$ cat src/rtl/key_conditioner.sv
// Debounced push-button conditioner: per-key synchronizer, debounce FSM, press/release pulses.
// Optional toggle output enabled by defining KEY_CONDITIONER_TOGGLE_EN.
module key_conditioner #(
    parameter int NKEYS           = 4,
    parameter int DEBOUNCE_CYCLES = 1000000
) (
    input  logic             CLOCK_50,
    input  logic             reset,
    input  logic [NKEYS-1:0] KEY,
    input  logic [NKEYS-1:0] toggle_clr,
    output logic [NKEYS-1:0] key_level,
    output logic [NKEYS-1:0] key_press,
    output logic [NKEYS-1:0] key_release,
    output logic [NKEYS-1:0] key_toggle
);

    localparam int CW = (DEBOUNCE_CYCLES > 1) ? $clog2(DEBOUNCE_CYCLES) : 1;
    localparam logic [CW-1:0] CNT_LAST = CW'(DEBOUNCE_CYCLES - 1);

    typedef enum logic [1:0] {
        UP      = 2'd0,
        WAIT_DN = 2'd1,
        DOWN    = 2'd2,
        WAIT_UP = 2'd3
    } state_t;

    logic [NKEYS-1:0] sync1_q, sync1_d;
    logic [NKEYS-1:0] sync2_q, sync2_d;

    // Buttons are active-low; invert at the first flop so everything downstream is active-high.
    always_comb begin
        sync1_d = ~KEY;
        sync2_d = sync1_q;
    end

    always_ff @(posedge CLOCK_50) begin
        if (reset) begin
            sync1_q <= '0;
            sync2_q <= '0;
        end else begin
            sync1_q <= sync1_d;
            sync2_q <= sync2_d;
        end
    end

    for (genvar i = 0; i < NKEYS; i++) begin : g_chan
        state_t        state_q, state_d;
        logic [CW-1:0] cnt_q, cnt_d;
        logic          level_q, level_d;
        logic          press_q, press_d;
        logic          release_q, release_d;
        logic          s;

        assign s = sync2_q[i];

        // The counter is cleared on every state change, so it never reaches beyond CNT_LAST.
        always_comb begin
            state_d   = state_q;
            cnt_d     = cnt_q;
            press_d   = 1'b0;
            release_d = 1'b0;
            case (state_q)
                UP: begin
                    if (s) begin
                        state_d = WAIT_DN;
                        cnt_d   = '0;
                    end
                end
                WAIT_DN: begin
                    if (s) begin
                        if (cnt_q == CNT_LAST) begin
                            state_d = DOWN;
                            cnt_d   = '0;
                            press_d = 1'b1;
                        end else begin
                            cnt_d = cnt_q + 1'b1;
                        end
                    end else begin
                        state_d = UP;
                        cnt_d   = '0;
                    end
                end
                DOWN: begin
                    if (!s) begin
                        state_d = WAIT_UP;
                        cnt_d   = '0;
                    end
                end
                WAIT_UP: begin
                    if (!s) begin
                        if (cnt_q == CNT_LAST) begin
                            state_d   = UP;
                            cnt_d     = '0;
                            release_d = 1'b1;
                        end else begin
                            cnt_d = cnt_q + 1'b1;
                        end
                    end else begin
                        state_d = DOWN;
                        cnt_d   = '0;
                    end
                end
                default: begin
                    state_d = UP;
                    cnt_d   = '0;
                end
            endcase
            level_d = (state_d == DOWN) || (state_d == WAIT_UP);
        end

        always_ff @(posedge CLOCK_50) begin
            if (reset) begin
                state_q   <= UP;
                cnt_q     <= '0;
                level_q   <= 1'b0;
                press_q   <= 1'b0;
                release_q <= 1'b0;
            end else begin
                state_q   <= state_d;
                cnt_q     <= cnt_d;
                level_q   <= level_d;
                press_q   <= press_d;
                release_q <= release_d;
            end
        end

        assign key_level[i]   = level_q;
        assign key_press[i]   = press_q;
        assign key_release[i] = release_q;

`ifdef KEY_CONDITIONER_TOGGLE_EN
        logic toggle_q, toggle_d;

        // Flips on the same edge the press pulse is launched; a clear overrides the flip.
        always_comb begin
            toggle_d = toggle_q;
            if (toggle_clr[i]) begin
                toggle_d = 1'b0;
            end else if (press_d) begin
                toggle_d = ~toggle_q;
            end
        end

        always_ff @(posedge CLOCK_50) begin
            if (reset) begin
                toggle_q <= 1'b0;
            end else begin
                toggle_q <= toggle_d;
            end
        end

        assign key_toggle[i] = toggle_q;
`else
        assign key_toggle[i] = 1'b0;
`endif
    end

`ifndef KEY_CONDITIONER_TOGGLE_EN
    logic unused_toggle_clr;
    assign unused_toggle_clr = ^toggle_clr;
`endif

endmodule

$ cat config.mk
export PLATFORM = sky130hd
export DESIGN_NAME = key_conditioner
export DESIGN_NICKNAME = d
export VERILOG_FILES = /design/src/rtl/key_conditioner.sv
export SDC_FILE = /design/constraint.sdc
export NUM_CORES = 1
export LEC_CHECK = 0
export BUFFER_PORTS_ARGS = -buffer_cell sky130_fd_sc_hd__buf_2
export CAP_MARGIN = 20
export CORE_MARGIN = 2
export CORE_UTILIZATION = 28
export DETAILED_ROUTE_END_ITERATION = 10
export GPL_TIMING_DRIVEN = 0
export HOLD_SLACK_MARGIN = 0.08
export PLACE_DENSITY = 0.4
export SLEW_MARGIN = 25
export SYNTH_ARGS = -nofsm -noshare
export SYNTH_HDL_FRONTEND = slang
export SYNTH_SLANG_ARGS = --single-unit
$ cat constraint.sdc
create_clock -name CLOCK_50 -period 4 [get_ports CLOCK_50]
set_clock_uncertainty 0.15 [all_clocks]
set_input_delay 0.2 -clock CLOCK_50 [delete_from_list [all_inputs] [get_ports CLOCK_50]]
set_output_delay 0.2 -clock CLOCK_50 [all_outputs]
set_load 0.05 [all_outputs]
======== Word level (Yosys, flattened, before mapping) ========
Index checks and enable logic that the tools add are counted.
operators by class
  bitwise gates (word level) .............. 13
  eq/ne operators ......................... 32
  add/sub/neg operators ................... 4
  multiplexer cells ....................... 56
  reduce and logical (&&, ||, !) cells .... 20
operators with widths
  operator                 count
  $mux W20                 20
  $pmux W20 S4             4
  $add A20 B1 Y20 const B  4
  $eq A20 B20 Y1 const B   4
  $mux W2                  24
  $eq A2 B2 Y1 const B     16
  $pmux W2 S4              4
  $reduce_or A3 Y1         8
  $ne A2 B2 Y1 const B     8
  $not A1 Y1               12
  $eq A2 B1 Y1 const B     4
  $logic_not A2 Y1         4
  $reduce_and A2 Y1        4
  $logic_or A1 B1 Y1       4
  $mux W1                  4
  $not A4 Y4               1
word-level totals
  bits in registers ....................... 108
  logic and storage cells ................. 147
  output and inout port bits .............. 16

======== Depth between registers and ports, before layout ========
  depth in word-level cells ............... 6
  depth in mapped cells ................... 8
  gate-level depth less buffers ........... 6

======== Worst setup path after synthesis ========
No wires, ideal clock.
  kind .................................... flip-flop to flip-flop
  start ................................... reg g_chan[2].cnt_q[0]
  end ..................................... reg g_chan[2].cnt_q[12]
  setup time .............................. 0.125 ns
  clock period less this slack ............ 2.048 ns
  arrival ................................. 1.773 ns
  path buffers ............................ 2
  cell stages (with the launch flop) ...... 9
  data required time ...................... 3.725 ns
  path slack .............................. 1.952 ns
  cells stage by stage .................... dfxtp_1 -> ha_1 -> nand2_1 -> nor4_2 -> a21oi_1 -> buf_2 -> buf_2 -> a21oi_1 -> o32ai_1
between the ends
  longest elaborated chain between the ends .. 4
  elaborated cells between the ends (all ways) .. 6
RTL lines
  what                                                      RTL line  RTL
  start, declared                                           48        logic [CW-1:0] cnt_q, cnt_d;
  start signal, assigned                                    120       cnt_q <= cnt_d;
  $add A20 B1 Y20 / $eq A20 B20 Y1 (equally long branches)  n/a
  $mux W20 (*)                                              71, 91
  $mux W20, on equally long branches                        90, 70
  $pmux W20 S4 (*)                                          62        case (state_q)
Mark *: on every way between the ends. The rest lies on a longest branch, timed or not.
A chain may end at the register's enable or synchronous reset.

======== Worst setup path after layout ========
  start ................................... reg g_chan[2].cnt_q[0]
  end ..................................... reg g_chan[2].cnt_q[2]
The elaborated chain is that of the path after synthesis.

==> summary.md <==
| Metric | Value |
|---|---|
| Outcome | `finished clean` |
| Chip width | `138.7 um` |
| Share of cells above drive strength 1 | `11.51%` |
| Clock tree buffer depth | `2` |
| Nets | `643` |
| Met3 Use GR | `3.695%` |
| GR Util met1 | `18.02%` |
| Worst hold-check path type | `reg2reg` |
| FF+latch count, synth | `107` |
| Fraction of the mapped netlist area in simple logic gates | `29.79%` |
| Vias in the first global route | `4244` |
| Fin crit period | `2.483 ns` |
| Multiplexer share of the synthesized area | `2.757%` |
| Routed wire length | `12500 um` |
| CORE AREA | `17900 um^2` |
| Inserted Diodes | `0` |
| Worst VDD drop | `208.6 uV` |
| Sequential area share after synthesis | `42.15%` |
| Avg Synthesized Cell Area | `8.542 um^2` |
| ANT nets after route | `0` |
| Final hold violations | `0` |
| Max Cap Viol | `0` |
| RD Place Congestion | `0.7658` |
| Reg2Reg Depth | `8` |
| Fill cells | `1888` |
| Clock Latency Late Sink | `0.35 ns` |
| Clock Tree Root | `clkbuf_16` |
| CP Class | `reg2reg` |
| WP data arrival | `2.56 ns` |
| Cell Area, Synth | `5082 um^2` |
| Via-per-instance ratio | `5.086` |
| Met2 usage | `21.57%` |
| Die H | `138.7 um` |
| Clock sink count | `107` |
| Pins over their slew limit | `0` |
| Crit path launch type | `flip-flop` |
| Warnings, synthesis | `0` |
| Cts repair resizes | `0` |
| Largest net degree at the start of global routing | `17` |
| Compound-Gate Fraction of Synth Area | `14.97%` |
| Async SR Flop Fraction | `0%` |
| Crit-path max FO | `10` |
| Core Rows | `49` |
| Worst-path clk slew | `0.07 ns` |
| Crit path required time | `4.07 ns` |
| Multi-input gate area | `2723 um^2` |
| RSZ-0062 raised after global routing | `false` |
| Initial Util | `28.39%` |
| Yosys cell types | `61` |
| XOR/XNOR Fraction of Synth Area | `4.481%` |
| Hold EP | `sync2_q[1]` |
| EDFF count, synth | `0` |
| CTS tree | `yes` |
| H-tree depth | `3` |
| R2r startpoint | `g_chan[2].cnt_q[0]` |
| Most Crowded Layer GR | `met2` |
| Routed WL per cell | `14.49 um` |
| Power density cells | `350.1 nW/um^2` |
| Dpl cells | `843` |
| Max Fclk | `0.4028 GHz` |
| 1st-pass router iterations | `5` |
| Worst slew margin | `40.79%` |
| FF-to-FF End | `g_chan[2].cnt_q[2]` |
| Initial DRC Count | `341` |
| Main combinational cell family by area after synthesis | `simple AND/OR/NAND/NOR gates` |
| Register area | `2142 um^2` |
| Post-DP HPWL | `8760 um` |
| Worst-margin pin slew | `0.8800 ns` |
| Layout overhead on the synthesized area | `14.23%` |
| DR vias | `4389` |
| Post-CTS Setup Inserts | `0` |
| Hold Crit Start | `sync1_q[1]` |
| Non-filler cells, final | `863` |
| Total die area | `19240 um^2` |
| DRC viols | `0` |
| Top Ports | `26` |
| Most used DFF post-synth | `dfxtp_1` |
| Period utilization | `62.06%` |
| GRT Util Overall | `13.46%` |
| First-pass GRT wire length | `21290 um` |
| Commonest non-fill, non-tap cell in the layout | `dfxtp_1` |
| Commonest non-fill, non-tap cells in the layout | `107 x dfxtp_1, 60 x nand2_1, 57 x nor2_1` |
| Setup crit end kind | `flip-flop` |
| CTS Hold Bufs | `4` |
| Hold Crit Depth | `1` |
| Reg2reg setup slack | `1.52 ns` |
| Setup violators final | `0` |
| Number of CTS-inserted buffers | `9` |
| Post-Syn Instances | `595` |
| Gr ovfl total | `0` |
| Fin Setup TNS | `0 ns` |
| Initial antenna violation count | `0` |
| Leak | `2.061 nW` |
| # port buffers | `16` |
| Adder-cell share of the synthesized area | `0.9847%` |
[state kept, by name, indices dropped and copies added (netlist names)]
register / cells
sync2_q: 4
g_chan.state_q: 8
g_chan.cnt_q: 80
g_chan.press_q: 4
g_chan.level_q: 3
g_chan.release_q: 4
sync1_q: 4
[through the flow]
| stage | power (mW) | setup slack [ns] | util, % | instance area [um^2] | hold WS (ns) |
|---|---|---|---|---|---|
| 6_report | 2.032 | 1.517 | 32.43 | 5806 | 0.2927 |
| 3_3_place_gp | 1.171 | 1.465 | 30.50 | 5460 | 0.2432 |
| 3_5_place_dp | 1.171 | 1.520 | 30.53 | 5465 | 0.2456 |
| 4_1_cts | 2.071 | 1.500 | 32.37 | 5796 | 0.2943 |
| 5_1_grt | 2.121 | 1.180 | 32.43 | 5806 | 0.3090 |
| 2_1_floorplan | 1.147 | 1.952 | - | 5094 | 0.1167 |
[per-layer routing]
layer / share of wire [%] / vias up
li1: - / 2235
met2: 45 / 57
met5: 0 / -
met3: 3.3 / 12
met1: 50 / 2085
met4: 1.1 / 0
[final cells by class]
class	instances	area share [%]
Timing Repair Buffer	20	2.069
Multi-Input combinational cell	445	46.90
Tap cell	229	4.935
Buffer	35	3.491
Inverter	11	0.7112
Clock buffer	12	4.591
Sequential cell	107	36.90
Clock inverter	4	0.4095
[cell usage after synthesis, drive strengths merged (2+ instances only)]
library cell	number	area [um^2]
and3	10	62.56
nand3	52	260.3
nand4	19	125.1
nor3b	2	15.01
nor4	11	90.08
ha	4	50.05
inv	11	41.29
and4b	2	20.02
and4	5	43.79
a21o	6	45.04
nor4b	9	91.34
a21oi	31	158.9
or4	2	15.01
nand3b	3	22.52
a22o	9	78.83
and2	5	31.28
or3	6	47.54
clkbuf	10	37.54
buf	25	165.2
xnor2	14	122.6
a41oi	6	52.55
nand2	60	225.2
a22oi	5	37.54
nor3	15	85.08
or3b	3	26.28
xor2	12	105.1
nand2b	8	50.05
mux2i	14	140.1
o21ai	19	98.85
a31oi	28	175.2
or4b	3	30.03
nor2b	6	37.54
o211ai	2	15.01
nor2	57	214.0
dfxtp	107	2142
[worst max-delay path by stage]
stage	startpoint	to	depth (start not counted)
3_3_place_gp	g_chan[0].cnt_q[0]	g_chan[0].cnt_q[10]	6
2_1_floorplan	g_chan[2].cnt_q[0]	g_chan[2].cnt_q[12]	8
5_1_grt	g_chan[0].cnt_q[0]	g_chan[0].cnt_q[10]	6
3_5_place_dp	g_chan[0].cnt_q[0]	g_chan[0].cnt_q[10]	6
4_1_cts	g_chan[0].cnt_q[0]	g_chan[0].cnt_q[10]	6
6_report	g_chan[2].cnt_q[0]	g_chan[2].cnt_q[2]	8
[cell families after synthesis]
kind of cell | count (synthesis)
muxes | 14
DFF | 107
xor gates and xnor gates | 26
buffers and inverters | 46
adders and majority gates | 4
and+or+nand+nor | 280
other | 1
AOI/OAI and AO/OA | 117
[report_power, final]
part | internal (mW) | leakage, nW | total (mW) | switching [mW]
clock | 0.472 | 0.148 | 0.883 | 0.411
sequential | 1.07 | 0.863 | 1.07 | 0.00370
combinational | 0.0205 | 1.05 | 0.0762 | 0.0557
total | 1.56 | 2.06 | 2.03 | 0.470
[critical path, stage by stage, from the launching register on]
cell,delay (ns)
dfxtp_1,0.46
ha_1,0.27
nand2_1,0.15
nor4_2,0.42
a21oi_1,0.21
buf_2,0.24
buf_2,0.22
a21oi_1,0.18
a31oi_1,0.06
Power figures use the tool's default switching activity.
